$ cat config.mk
export PLATFORM = sky130hd
export DESIGN_NAME = clock_divider_bank_flat
export DESIGN_NICKNAME = d
export VERILOG_FILES = /design/src/rtl/clock_divider_bank_if.sv /design/src/rtl/clock_divider_bank.sv /design/src/flat_wrapper.sv
export SDC_FILE = /design/constraint.sdc
export NUM_CORES = 1
export LEC_CHECK = 0
export CAP_MARGIN = 30
export CORE_MARGIN = 2
export CORE_UTILIZATION = 35
export DETAILED_ROUTE_END_ITERATION = 7
export GPL_ROUTABILITY_DRIVEN = 0
export PLACE_DENSITY = 0.59
export SLEW_MARGIN = 5
export SYNTH_ARGS = -nofsm -noshare
export SYNTH_HDL_FRONTEND = slang
export SYNTH_SLANG_ARGS = --single-unit
$ cat constraint.sdc
create_clock -name ref_clk -period 10.3 [get_ports ref_clk]
set_clock_uncertainty 0.05 [all_clocks]
set_input_delay 2.06 -clock ref_clk [delete_from_list [all_inputs] [get_ports ref_clk]]
set_output_delay 2.06 -clock ref_clk [all_outputs]
set_load 0.05 [all_outputs]
$ cat src/rtl/clock_divider_bank_if.sv
// Configuration and status bundle shared between clock_divider_bank and its controller.
interface clock_divider_bank_if #(
   parameter int NUM_CH = 8,
   parameter int DIV_W  = 8
);
   localparam int CH_W = (NUM_CH > 1) ? $clog2(NUM_CH) : 1;

   logic              cfg_valid;
   logic              cfg_ready;
   logic [CH_W-1:0]   cfg_ch;
   logic [DIV_W-1:0]  cfg_div;
   logic              cfg_en;
   logic              sync_req;
   logic [NUM_CH-1:0] clk_out;
   logic [NUM_CH-1:0] clk_tick;
   logic [NUM_CH-1:0] clk_valid;
   logic              cfg_err;

   modport master (
      output cfg_valid, cfg_ch, cfg_div, cfg_en, sync_req,
      input  cfg_ready, clk_out, clk_tick, clk_valid, cfg_err
   );

   modport slave (
      input  cfg_valid, cfg_ch, cfg_div, cfg_en, sync_req,
      output cfg_ready, clk_out, clk_tick, clk_valid, cfg_err
   );
endinterface

$ cat src/rtl/clock_divider_bank.sv
// Bank of independent integer clock dividers with glitch-free ratio changes,
// per-channel stability qualification and a global phase realign.
//
// state  | meaning
// ST_OFF | channel stopped, clk_out low, never holds a pending request
// ST_RUN | counter cycling 0..D-1, shadow request applied only at wrap or sync
module clock_divider_bank #(
   parameter int NUM_CH         = 8,
   parameter int DIV_W          = 8,
   parameter int STABLE_PERIODS = 4
) (
   input  logic                ref_clk,
   input  logic                rst,
   clock_divider_bank_if.slave bus
);
   localparam int CH_W  = (NUM_CH > 1) ? $clog2(NUM_CH) : 1;
   localparam int STB_W = $clog2(STABLE_PERIODS + 1);

   typedef enum logic {ST_OFF = 1'b0, ST_RUN = 1'b1} ch_state_t;

   logic              w_hs;
   logic              w_illegal;
   logic              w_legal_hs;
   logic [NUM_CH-1:0] w_pend;
   logic [NUM_CH-1:0] w_out;
   logic [NUM_CH-1:0] w_tick;
   logic [NUM_CH-1:0] w_valid;
   logic              r_err;

   assign bus.cfg_ready = !w_pend[bus.cfg_ch];
   assign w_hs          = bus.cfg_valid && bus.cfg_ready;
   assign w_illegal     = bus.cfg_en && (bus.cfg_div < DIV_W'(2));
   assign w_legal_hs    = w_hs && !w_illegal;

   always_ff @(posedge ref_clk or posedge rst) begin
      if (rst) r_err <= 1'b0;
      else     r_err <= w_hs && w_illegal;
   end

   assign bus.cfg_err   = r_err;
   assign bus.clk_out   = w_out;
   assign bus.clk_tick  = w_tick;
   assign bus.clk_valid = w_valid;

   for (genvar g = 0; g < NUM_CH; g++) begin : g_ch
      ch_state_t        r_state, w_state_nx;
      logic [DIV_W-1:0] r_d, w_d_nx;
      logic [DIV_W-1:0] r_cnt, w_cnt_nx, w_cnt_inc;
      logic [DIV_W-1:0] r_sh_d, w_sh_d_nx;
      logic             r_sh_en, w_sh_en_nx;
      logic             r_pend, w_pend_nx;
      logic [STB_W-1:0] r_stab, w_stab_nx;
      logic             r_out, w_out_nx;
      logic             r_tick, w_tick_nx;
      logic             r_valid;
      logic             w_sel, w_wrap, w_req, w_req_en;
      logic [DIV_W-1:0] w_req_d;
      logic [DIV_W:0]   w_half;

      assign w_sel     = w_legal_hs && (bus.cfg_ch == CH_W'(g));
      assign w_wrap    = (r_cnt == r_d - DIV_W'(1));
      assign w_cnt_inc = r_cnt + DIV_W'(1);
      assign w_half    = ({1'b0, r_d} + (DIV_W+1)'(1)) >> 1;
      // A request accepted on the boundary edge itself is applied without a pending stop.
      assign w_req     = r_pend || w_sel;
      assign w_req_d   = r_pend ? r_sh_d  : bus.cfg_div;
      assign w_req_en  = r_pend ? r_sh_en : bus.cfg_en;

      always_comb begin
         w_state_nx = r_state;
         w_d_nx     = r_d;
         w_cnt_nx   = r_cnt;
         w_sh_d_nx  = r_sh_d;
         w_sh_en_nx = r_sh_en;
         w_pend_nx  = r_pend;
         w_stab_nx  = r_stab;
         w_out_nx   = r_out;
         w_tick_nx  = 1'b0;
         case (r_state)
            ST_OFF: begin
               if (w_sel && bus.cfg_en) begin
                  w_state_nx = ST_RUN;
                  w_d_nx     = bus.cfg_div;
                  w_cnt_nx   = '0;
                  w_stab_nx  = '0;
                  w_out_nx   = 1'b1;
                  w_tick_nx  = 1'b1;
               end
            end
            ST_RUN: begin
               if (bus.sync_req || w_wrap) begin
                  w_cnt_nx  = '0;
                  w_pend_nx = 1'b0;
                  if (w_req && !w_req_en) begin
                     w_state_nx = ST_OFF;
                     w_stab_nx  = '0;
                     w_out_nx   = 1'b0;
                  end else begin
                     w_out_nx  = 1'b1;
                     w_tick_nx = 1'b1;
                     if (w_req) w_d_nx = w_req_d;
                     if (bus.sync_req || w_req)
                        w_stab_nx = '0;
                     else if (r_stab != STB_W'(STABLE_PERIODS))
                        w_stab_nx = r_stab + STB_W'(1);
                  end
               end else begin
                  w_cnt_nx = w_cnt_inc;
                  w_out_nx = ({1'b0, w_cnt_inc} < w_half);
                  if (w_sel) begin
                     w_sh_d_nx  = bus.cfg_div;
                     w_sh_en_nx = bus.cfg_en;
                     w_pend_nx  = 1'b1;
                  end
               end
            end
         endcase
      end

      always_ff @(posedge ref_clk or posedge rst) begin
         if (rst) begin
            r_state <= ST_OFF;
            r_d     <= '0;
            r_cnt   <= '0;
            r_sh_d  <= '0;
            r_sh_en <= 1'b0;
            r_pend  <= 1'b0;
            r_stab  <= '0;
            r_out   <= 1'b0;
            r_tick  <= 1'b0;
            r_valid <= 1'b0;
         end else begin
            r_state <= w_state_nx;
            r_d     <= w_d_nx;
            r_cnt   <= w_cnt_nx;
            r_sh_d  <= w_sh_d_nx;
            r_sh_en <= w_sh_en_nx;
            r_pend  <= w_pend_nx;
            r_stab  <= w_stab_nx;
            r_out   <= w_out_nx;
            r_tick  <= w_tick_nx;
            r_valid <= (w_stab_nx == STB_W'(STABLE_PERIODS));
         end
      end

      assign w_pend[g]  = r_pend;
      assign w_out[g]   = r_out;
      assign w_tick[g]  = r_tick;
      assign w_valid[g] = r_valid;
   end
endmodule

$ cat src/flat_wrapper.sv
// flat-port wrapper written by rule: the top's interface ports become plain ports
module clock_divider_bank_flat 
#(
   parameter int NUM_CH         = 8,
   parameter int DIV_W          = 8,
   parameter int STABLE_PERIODS = 4
)
  (ref_clk, rst, bus_cfg_valid, bus_cfg_ch, bus_cfg_div, bus_cfg_en, bus_sync_req, bus_cfg_ready, bus_clk_out, bus_clk_tick, bus_clk_valid, bus_cfg_err);
  clock_divider_bank_if #(.NUM_CH(NUM_CH), .DIV_W(DIV_W)) bus_i ();
  input  logic ref_clk;
  input  logic rst;
  input wire logic [$bits(bus_i.cfg_valid)-1:0] bus_cfg_valid;
  input wire logic [$bits(bus_i.cfg_ch)-1:0] bus_cfg_ch;
  input wire logic [$bits(bus_i.cfg_div)-1:0] bus_cfg_div;
  input wire logic [$bits(bus_i.cfg_en)-1:0] bus_cfg_en;
  input wire logic [$bits(bus_i.sync_req)-1:0] bus_sync_req;
  output wire logic [$bits(bus_i.cfg_ready)-1:0] bus_cfg_ready;
  output wire logic [$bits(bus_i.clk_out)-1:0] bus_clk_out;
  output wire logic [$bits(bus_i.clk_tick)-1:0] bus_clk_tick;
  output wire logic [$bits(bus_i.clk_valid)-1:0] bus_clk_valid;
  output wire logic [$bits(bus_i.cfg_err)-1:0] bus_cfg_err;
  assign bus_i.cfg_valid = bus_cfg_valid;
  assign bus_i.cfg_ch = bus_cfg_ch;
  assign bus_i.cfg_div = bus_cfg_div;
  assign bus_i.cfg_en = bus_cfg_en;
  assign bus_i.sync_req = bus_sync_req;
  assign bus_cfg_ready = bus_i.cfg_ready;
  assign bus_clk_out = bus_i.clk_out;
  assign bus_clk_tick = bus_i.clk_tick;
  assign bus_clk_valid = bus_i.clk_valid;
  assign bus_cfg_err = bus_i.cfg_err;
  clock_divider_bank #(.NUM_CH(NUM_CH), .DIV_W(DIV_W), .STABLE_PERIODS(STABLE_PERIODS)) u_core (.ref_clk(ref_clk), .rst(rst), .bus(bus_i));
endmodule
### Word-level counts from Yosys, hierarchy flattened

Cells that the tools add are included.

| storage, ports and cells | value |
|---|---|
| bits in registers | 265 |
| logic and storage cells | 515 |

| cells by class | value |
|---|---|
| $add $sub $neg | 32 |
| $lt $le $gt $ge | 10 |
| equal/unequal tests | 63 |
| muxes and demuxes | 218 |
| bitwise operators | 16 |
| reductions and logical operators | 95 |

Operators by type and width:

| cell | number |
|---|---|
| 2-to-1 mux 8 bit | 56 |
| one-hot mux 8 bit (2 select lines) | 16 |
| 2-to-1 mux 3 bit | 40 |
| 2-to-1 mux 1 bit | 73 |
| adder 8 x 1 -> 9 bit (second input constant) | 8 |
| adder 8 x 1 -> 8 bit (second input constant) | 8 |
| equality test 8 bit | 8 |
| < comparator 8 bit | 8 |
| subtractor 8 x 1 -> 8 bit (second input constant) | 8 |
| inequality test 2 bit (second input constant) | 24 |
| one-hot mux 1 bit (2 select lines) | 24 |
| one-hot mux 3 bit (2 select lines) | 8 |
| equality test 3 bit (second input constant) | 12 |
| AND reduction 4 bit | 8 |
| logical AND 1 bit | 28 |
| adder 3 x 1 -> 3 bit (second input constant) | 8 |
| logical OR 1 bit | 24 |
| inequality test 3 bit (second input constant) | 8 |
| AND reduction 3 bit | 8 |
| inequality test 2 x 1 -> 1 bit (second input constant) | 8 |
| inverter 1 bit | 16 |
| AND reduction 2 bit | 8 |
| nonzero test 2 bit | 8 |
| logical NOT 1 bit | 10 |
| 6 further kinds | 7 |

### Longest topological paths before layout

| logic depth | value |
|---|---|
| word-level depth | 13 |
| mapped depth | 14 |
| depth with buffers taken out | 11 |

### Worst setup path after synthesis

OpenSTA, ideal clock, no wires.

| timing path | value |
|---|---|
| path type | input -> output |
| from | input port bus_cfg_ch[0] |
| to | output port bus_cfg_ready |
| data arrival time | 3.362 ns |
| path slack | 4.828 ns |
| stages on the path | 6 |
| cell sequence | buf_6 > mux4_2 > or2_1 > o211a_1 > buf_6 > inv_2 |

| between the ends | value |
|---|---|
| cells in the longest elaborated chain, start to end | 3 |

Ends and longest elaborated chain:

| item | RTL line | source |
|---|---|---|
| start: declaration | flat_wrapper.sv:13 | `input wire logic [$bits(bus_i.cfg_ch)-1:0] bus_cfg_ch;` |
| binary-select mux 1 bit (select 3 bit) | clock_divider_bank.sv:30 | `assign bus.cfg_ready = !w_pend[bus.cfg_ch];` |
| 2-to-1 mux 1 bit (implied by the code) | clock_divider_bank.sv:30 |  |
| logical NOT 1 bit | clock_divider_bank.sv:30 |  |
| end: declaration | flat_wrapper.sv:17 | `output wire logic [$bits(bus_i.cfg_ready)-1:0] bus_cfg_ready;` |

No other way between the ends. The select of a mux whose other input is x is not followed.

### Worst setup path after layout

Same ends and word-level chain as after synthesis.

==> reports/metrics.yaml <==
status:
  run_status: "finished clean"
die:
  start_util_pct: 35.6
  die_area_um2: 50600
  die_w_um: 225
  core-area_um2: 47900
  num_io_pins: 42
  die_h_um: 225
  rows: 80
synth:
  syn_avg_cell_area_um2: 9.96
  ys_ff_latch: 265
  synth_seq_area_share_pct: 38.9
  ys.warnings.count: 0
  synth_area_um2: 17100
  ys_async_sr_fraction_pct: 100
  syn-num-nets: 1826
  syn_inst: 1714
  ys_types: 84
  synth_top_flop_cell: "dfrtp_1"
  synth_edf_count: 0
power:
  p_total_mw: 4.47
  peakVddDrop_v: 0.000149
  p_per_area_nw_per_um2: 238
  leakage_nw: 8.50
grt:
  grt_max_degree: 171
  overflow: 0
  first_global_vias: 12200
  antenna_found_initial: 1
  grt_pass1_wl_um: 64500
  grt_usage_pct: 15.5
final_layout:
  layout-drive-gt1-share_pct: 13.2
  fin_cells: 2312
  antenna_cells: 0
  fin_util_pct: 39.1
  area_growth_syn_to_layout_pct: 9.85
  fill_cells: 4621
  layout.nets: 1790
clock_network:
  clock_latency_ns: 0.58
  htreeDepth: 1
  cts_resized: 0
  cts_buffers: 31
  cts_setup_buffers: 0
  cts_hold_buffers: 0
  cts_buffer_depth: 3
  cts-root-buf: "clkbuf_16"
  clock-sinks: 265
  cts_tree: "done"
  clk_pin_slew_ns: 0.06
min_path:
  holdCritStartpoint: "u_core.g_ch[0].r_out"
  hold_depth: 1
  worstHoldPathType: "flop to flop"
  min_to: "u_core.g_ch[0].r_out"
drt:
  finalWirelength_um: 38900
  vias_per_cell: 5.38
  wl_per_cell_um: 16.8
  initialDrtViolationCount: 865
  drt_pass1_iterations: 5
  vias: 12400
  antenna_left: 0
  drc: 0
sta:
  finalHoldViolCount: 0
  setup_viol: 0
  fin_crit_sh_pct: 68.1
  period_needed_ns: 7.02
  fmax_ghz: 0.143
  rsz0062_at_grt: "no"
  fin_hold_ws_ns: 0.436
  worst_pin_slew_ns: 1.01
  finalMaxSlewViolations: 0
  tns_ns: 0
  max_slew_margin_pct: 32.6
setup_path:
  path_delay_family: "buffers and inverters"
  r2r-start: "u_core.g_ch[4].r_d[0]"
  rr_endpoint: "u_core.g_ch[4].r_d[7]"
  endpoint_kind: "primary output"
  worstPathMaxFanout: 10
  path_class: "primary input to primary output"
  path_cells: "clkdlybuf4s50_1 > mux4_2 > or2_1 > o211a_1 > inv_2 > clkdlybuf4s50_1"
  worstPathArrival_ns: 4.91
  critical_path_buf_inv_count: 3
  critPathRequiredTime_ns: 8.19
  worstSetupStartpointType: "primary input"
  max_stage_delay_ns: 0.90
  cp_common_cell: "clkdlybuf4s50_1"
  r2r_cells: 10
  cp_slowest_cell: "clkdlybuf4s50_1"
  rrSetupSlack_ns: 6.56
place:
  io_buffer_count: 41
  dp_hpwl_um: 26900
  dp.cells: 2260
run:
  maxCapViolations: 0
-- per-stage QoR --
stage                     cell area [µm²]  worst slack (ns)
after floorplan                     17100             0.893
after global placement              17700              3.34
after detailed placement            17700              3.30
after CTS                           18800              3.30
after global routing                18800              3.18
final                               18800              3.28
-- layer usage --
| layer | vias to the layer above | wire length (µm) | global-route usage, % |
|---|---|---|---|
| met2 | 200 | 17700 | 24.7 |
| met1 | 6116 | 19000 | 22.2 |
| met3 | 55 | 1300 | 2.08 |
| li1 | 6060 | - | - |
| met5 | - | 12 | 0 |
| met4 | 2 | 856 | 4.08 |
-- cell usage after synthesis, types with 11 or more instances --
master | n | share of area, %
dfrtp_1 | 265 | 39
mux2_2 | 117 | 7.7
nand2_1 | 116 | 2.6
ha_1 | 96 | 7.0
xor2_1 | 92 | 4.7
nand3_1 | 83 | 2.4
nor2_1 | 81 | 1.8
o21ai_0 | 77 | 2.3
xnor2_1 | 77 | 4.0
a21oi_1 | 62 | 1.8
clkbuf_1 | 61 | 1.3
inv_1 | 56 | 1.2
mux2i_1 | 55 | 3.2
and3_1 | 43 | 1.6
a22o_1 | 41 | 2.1
nor3_1 | 34 | 1.0
buf_4 | 27 | 1.2
a31oi_1 | 25 | 0.92
buf_2 | 22 | 0.65
nor2b_1 | 20 | 0.73
nand2b_1 | 13 | 0.48
mux2_4 | 12 | 1.1
o31ai_1 | 11 | 0.48
-- cells by family after synthesis --
| group | synth area share [%] |
|---|---|
| buffers and inverters | 5.05 |
| adder cells (fa/ha/maj) | 7.04 |
| XOR/XNOR | 8.67 |
| flip-flops | 38.9 |
| AO/OA/AOI/OAI | 13.9 |
| AND/OR/NAND/NOR | 14.4 |
| multiplexers | 12.1 |
-- how the worst max path moves through the flow --
stage | endpoint | cells after the start | slack (ns) | startpoint
final | bus_cfg_ready | 6 | 3.28 | bus_cfg_ch[0]
after global routing | bus_cfg_ready | 6 | 3.18 | bus_cfg_ch[0]
after floorplan | u_core.bus.cfg_err | 1 | 0.89 | rst
after detailed placement | bus_cfg_ready | 6 | 3.30 | bus_cfg_ch[0]
after CTS | bus_cfg_ready | 6 | 3.30 | bus_cfg_ch[0]
after global placement | bus_cfg_ready | 6 | 3.34 | bus_cfg_ch[0]
-- registers in the layout, summed over array words and instances (netlist names) --
name / cells
u_core.g_ch.r_stab: 24
u_core.g_ch.r_out: 8
u_core.g_ch.r_d: 64
u_core.g_ch.r_valid: 8
u_core.g_ch.r_sh_d: 64
u_core.g_ch.r_sh_en: 8
u_core.g_ch.r_cnt: 64
u_core.g_ch.r_state: 8
u_core.g_ch.r_pend: 8
u_core.g_ch.r_tick: 8
u_core.bus.cfg_err: 1
-- layout make-up --
cell class                      instances  area (µm²)  area share (%)
Clock buffer                           37         838            4.47
Clock inverter                         15         194            1.03
Inverter                               59         229            1.22
Multi-Input combinational cell       1268        9580            51.1
Sequential cell                       265        6630            35.4
Tap cell                              615         769            4.10
Timing Repair Buffer                   53         513            2.74
-- cell usage in the layout, fill, tap and decap left out, types with 6 or more instances in the layout --
| cell type | n |
|---|---|
| o21ai_0 | 77 |
| nor3b_1 | 10 |
| nand2b_1 | 13 |
| o22ai_1 | 8 |
| o211ai_1 | 10 |
| buf_4 | 11 |
| or4_1 | 6 |
| nor2b_1 | 20 |
| a21o_1 | 10 |
| mux2i_1 | 55 |
| xor2_1 | 92 |
| a21oi_1 | 62 |
| a31oi_1 | 25 |
| nor2_1 | 81 |
| nand4_1 | 8 |
| xnor2_1 | 77 |
| clkdlybuf4s50_1 | 41 |
| dfrtp_1 | 265 |
| inv_1 | 55 |
| ha_1 | 96 |
| mux2_4 | 12 |
| mux2_2 | 117 |
| o21a_1 | 10 |
| and3_1 | 43 |
| nor3_1 | 34 |
| nand2_1 | 116 |
| a21boi_0 | 7 |
| a211oi_1 | 7 |
| clkbuf_16 | 31 |
| or3_1 | 8 |
| nand3_1 | 83 |
| o31ai_1 | 11 |
| o21bai_1 | 9 |
| nor4_1 | 10 |
| a32o_1 | 9 |
| a22o_1 | 41 |
| o2111ai_1 | 7 |
-- power by group --
part | internal (mW) | switching [mW] | leakage [nW]
Combinational | 0.768 | 0.845 | 4.58
Clock | 0.675 | 0.454 | 0.503
Sequential | 1.31 | 0.419 | 3.42
Total | 2.75 | 1.72 | 8.50
Note: power is estimated with default switching activity, not from simulation.
==> RTL edit 1: new RTL, config.mk and constraints unchanged <==
`DIV_W` is set to 8 in 3 places; all go to 9.
--- a/src/rtl/clock_divider_bank_if.sv
+++ b/src/rtl/clock_divider_bank_if.sv
@@ -1,7 +1,7 @@
 // Configuration and status bundle shared between clock_divider_bank and its controller.
 interface clock_divider_bank_if #(
    parameter int NUM_CH = 8,
-   parameter int DIV_W  = 8
+   parameter int DIV_W  = 9
 );
    localparam int CH_W = (NUM_CH > 1) ? $clog2(NUM_CH) : 1;
 
--- a/src/rtl/clock_divider_bank.sv
+++ b/src/rtl/clock_divider_bank.sv
@@ -6,7 +6,7 @@
 // ST_RUN | counter cycling 0..D-1, shadow request applied only at wrap or sync
 module clock_divider_bank #(
    parameter int NUM_CH         = 8,
-   parameter int DIV_W          = 8,
+   parameter int DIV_W          = 9,
    parameter int STABLE_PERIODS = 4
 ) (
    input  logic                ref_clk,
--- a/src/flat_wrapper.sv
+++ b/src/flat_wrapper.sv
@@ -2,7 +2,7 @@
 module clock_divider_bank_flat 
 #(
    parameter int NUM_CH         = 8,
-   parameter int DIV_W          = 8,
+   parameter int DIV_W          = 9,
    parameter int STABLE_PERIODS = 4
 )
   (ref_clk, rst, bus_cfg_valid, bus_cfg_ch, bus_cfg_div, bus_cfg_en, bus_sync_req, bus_cfg_ready, bus_clk_out, bus_clk_tick, bus_clk_valid, bus_cfg_err);
Ports: changed (resized bus_cfg_div); port bits go from 42 to 43. No check against the original RTL was run, so the function may have changed too.
==> RTL edit 1 against the original RTL <==
- power rose by 8.8%
- final cell count rose by 15%
- wire length rose by 15%
- non-clock buffer count up 9
- synthesized area increased by 10%
- sequential cell count grew 24
- worst setup slack gained 0.59 ns
- critical path type unchanged
- final area up 11%
==> RTL edit 1: results (changes against the original RTL) <==
- Non-CTS inverters: 58 (-1.7%)
- Slew HR: 32.9% (+0.33 points)
- Critical path endpoint: bus_cfg_ready
- Layout cell share with drive strength beyond 1: 11.3% (-1.9 points)
- Minimum hold slack: 0.445 ns (+0.00925 ns)
- Setup ws final: 3.87 ns (+0.586 ns)
- CORE AREA: 0.0535 mm² (+12%)
- M1 WL: 21300 µm (+12%)
- Critical path fanouts, max: 7 (-3)
- Worst-Skew Late Latency: 0.55 ns (-0.03 ns)
- Clock Network Area Fraction: 5.81% (+0.31 points)
- Clock Path Buffers: 3 (unchanged)
- PD cells: 233 mW/mm² (-2.3%)
- Vias in the first global route: 14200 (+16%)
- Top cells by count, synth: 289 x dfrtp_1, 167 x nand2_1, 127 x o21ai_0
- Total placed cells including tap cells: 2599 (+15%)
- Total GRT Usage: 16.2% (+0.62 points)
- Reg-to-reg setup timing slack: 6.40 ns (-0.16 ns)
- Met2 usage: 26.1% (+1.5 points)
- # H-tree levels: 2 (+1)
- Num sequential: 289 (+9.1%)
- Hold-critical path depth: 2 (+1)
- Non-clk buf share: 2.83% (+0.092 points)
- Worst Hold End: u_core.g_ch[7].r_out
- R2r endpoint: u_core.g_ch[7].r_sh_d[5]
- Reg-to-Reg Start: u_core.g_ch[7].r_d[0]
- Async set or reset register ratio after synthesis: 100% (unchanged)
- Synthesized Nets: 2112 (+16%)
- Met3 WL: 2010 µm (+55%)
- Clkbuf count: 52 (+41%)
- Met3 GRT Util: 3.36% (+1.3 points)
- Dominant cells by area after synthesis: dfrtp_1 38%, ha_1 6.9%, mux2_2 6.4%
- Fill cells: 5211 (+13%)
- Number of CTS-inserted buffers: 36 (+16%)
- HP Start: u_core.g_ch[7].r_out
- Sequential element share of the synthesized area: 38.4% (-0.47 points)
- Seq area share: 34.6% (-0.73 points)
- First-pass GRT wire length: 74000 µm (+15%)
- Critical Path AT: 4.32 ns (-0.59 ns)
- GR Util met1: 21.8% (-0.43 points)
- Multi-input gate share of total cell area: 51.5% (+0.41 points)
- Peak VDD IR: 0.000110 V (-26%)
- Synth cell types: 81 (-3.6%)
- PortBufs: 42 (+2.4%)
- Largest net degree at the start of global routing: 89 (-48%)
- Slowest Stage Delay on Critical Path: 0.85 ns (-0.05 ns)
- HPWL Detailed: 31300 µm (+16%)
- Multi-input gates: 1499 (+18%)
- Top flop regs: u_core.g_ch.r_cnt (72), u_core.g_ch.r_d (72), u_core.g_ch.r_sh_d (72)
- Status: finished clean
- Via/cell ratio: 5.37 (about the same)
- Avg WL per Cell: 16.8 µm (-0.24%)
- Post-DP Area: 0.0196 mm² (+11%)
[RTL edit 1: cell count changes after synthesis, sizes merged, moves of 13 or more]
cell / before / now
nand2: 117 / 169
o21ai: 81 / 127
clkbuf: 62 / 103
a21oi: 63 / 98
xnor2: 77 / 104
nand3: 83 / 108
dfrtp: 265 / 289
mux2: 129 / 107
buf: 60 / 42
nand2b: 13 / 30
nor2: 87 / 101
mux2i: 55 / 68
[RTL edit 1: logic make-up after synthesis]
family | count (synthesis) | synth area share, %
adders and majority gates | 104 | 6.91
buffers and inverters | 203 | 4.61
and+or+nand+nor | 627 | 16.9
muxes | 177 | 10.2
xor gates and xnor gates | 190 | 8.83
AOI/OAI and AO/OA | 401 | 14.1
DFF | 289 | 38.4
[RTL edit 1: power breakdown]
part	switching [µW]	total [µW]	leakage (µW)	internal, µW
logic	872	1680	0.00504	809
registers	471	1890	0.00368	1420
clock network	506	1290	0.000588	782
==> RTL edit 2: new RTL, same flow settings <==
Without the edit above. Reset style: synchronous (`rst`), changed in 2 clocked blocks.
--- a/src/rtl/clock_divider_bank.sv
+++ b/src/rtl/clock_divider_bank.sv
@@ -32,7 +32,7 @@
    assign w_illegal     = bus.cfg_en && (bus.cfg_div < DIV_W'(2));
    assign w_legal_hs    = w_hs && !w_illegal;
 
-   always_ff @(posedge ref_clk or posedge rst) begin
+   always_ff @(posedge ref_clk) begin
       if (rst) r_err <= 1'b0;
       else     r_err <= w_hs && w_illegal;
    end
@@ -117,7 +117,7 @@
          endcase
       end
 
-      always_ff @(posedge ref_clk or posedge rst) begin
+      always_ff @(posedge ref_clk) begin
          if (rst) begin
             r_state <= ST_OFF;
             r_d     <= '0;
Formal check against the unedited RTL: not equivalent (a bounded check fails within 4 cycles, from zero or initial values and one cycle with rst high; the reset may be asserted at any time).
==> RTL edit 2 against the original RTL <==
- die area shrank 0.86%
- core utilization is essentially flat
- sequential share of layout area shrank 7.0 points
- wire length grew 11%
- final area shrank 0.29%
- synthesized area shrank 0.87%
- sequential cell count is the same
- first-iteration DRC count grew 23%
- worst setup slack gained 0.12 ns
- critical endpoint unchanged
- largest cell class unchanged
- highest routed layer is now met4
Power is not compared: it rests on default switching activity, and its combinational part moved more than twofold at a synthesized area within 25%.
==> RTL edit 2: results (changes against the original RTL) <==
- Post-DP Area: 0.0174 mm² (-1.7%)
- Slew HR: 41.6% (+9.0 points)
- DRT iter0 DRCs: 1061 (+23%)
- First-pass GRT wire length: 70400 µm (+9.1%)
- Number of CTS-inserted buffers: 34 (+9.7%)
- Synth cell types: 89 (+6.0%)
- Place WS: 3.41 ns (+0.109 ns)
- Largest net degree at the start of global routing: 98 (-43%)
- Compound-Gate Fraction of Synth Area: 20.6% (+6.7 points)
- Initial antenna violation count: 1 (unchanged)
- Total Routed Length: 43300 µm (+11%)
- Pleak: 0.00721 µW
- Total GRT Usage: 16.9% (+1.4 points)
- Clock transition at the registers of the reported paths: 0.05 ns
- Sequential element share of the synthesized area: 31.4% (-7.5 points)
- Critical Path AT: 4.79 ns (-0.12 ns)
- Vias in the first global route: 13700 (+12%)
- Net count, final: 2085 (+16%)
- Post-synthesis mux area share: 5.80% (-6.3 points)
- Synth Area in XOR/XNOR: 8.49% (-0.18 points)
- Cell family with most CP delay: buffers and inverters
- Layout cell share with drive strength beyond 1: 6.26% (-6.9 points)
- Async set or reset register ratio after synthesis: 0% (-100 points)
- Status: finished clean
- Via/cell ratio: 5.62 (+4.5%)
- Adder-cell area share of the yosys netlist: 7.10% (+0.062 points)
- Synthesized Nets: 2173 (+19%)
- Worst-Skew Late Latency: 0.53 ns (-0.05 ns)
- # H-tree levels: 2 (+1)
- Top cells by count, synth: 265 x dfxtp_1, 198 x nor2_1, 147 x clkbuf_1
- Top flop regs: u_core.g_ch.r_cnt (64), u_core.g_ch.r_d (64), u_core.g_ch.r_sh_d (64)
- HPWL Detailed: 29800 µm (+11%)
- Dominant cells by area after synthesis: dfxtp_1 31%, ha_1 7.1%, mux2i_1 5.2%
- Critical path fanouts, max: 12 (+2)
- Fill cells: 4685 (+1.4%)
[RTL edit 2: cell count changes after synthesis, moves of 33 or more]
cell | before | now
mux2_2 | 117 | 5
nor2_1 | 81 | 198
a22o_1 | 41 | 3
dfxtp_1 | 0 | 265
mux2i_1 | 55 | 88
dfrtp_1 | 265 | 0
nor3_1 | 34 | 69
a311oi_1 | 0 | 62
clkbuf_1 | 61 | 147
a21oi_1 | 62 | 111
[RTL edit 2: layout make-up]
type	count	area, µm²	area share, %
antenna	2	5.00	0.0268
timing repair buffer	70	687	3.67
clock inverter	11	158	0.843
tap	615	769	4.12
inverter	58	218	1.16
sequential	265	5310	28.4
multi-input combinational	1544	10600	56.4
clock buffer	49	1000	5.35
[RTL edit 2: routing by layer]
metal	track usage [%]	share of wire, %
met5	0	0
met2	27.7	45
met4	4.58	1.8
met3	3.10	4.8
met1	22.8	48
[RTL edit 2: metrics by stage]
step	std cells	utilization [%]	hold WS (ns)	power (µW)
floorplan	2061	-	0.396	1300
global placement	2540	36.4	0.409	1370
detailed placement	2545	36.5	0.418	1380
CTS	2605	38.9	0.428	2620
global route	2612	39.1	0.450	2700
finish	2614	39.2	0.422	2600
[RTL edit 2: worst min-delay path, stage by stage (launching register included)]
cell and delay [ns]:
dfxtp_1 0.31, inv_1 0.05, a221oi_1 0.06
[RTL edit 2: path summary, 6_finish.rpt]
check / start / endpoint / slack, ns / cells after the start
worst max-delay path: bus_cfg_ch[0] / bus_cfg_ready / 3.40 / 4
worst min-delay path: u_core.g_ch[3].r_out / u_core.g_ch[3].r_out / 0.42 / 2
worst max register to register: u_core.g_ch[0].r_d[0] / u_core.g_ch[0].r_valid / 6.92 / 9
worst min register to register: u_core.g_ch[3].r_out / u_core.g_ch[3].r_out / 0.42 / 2
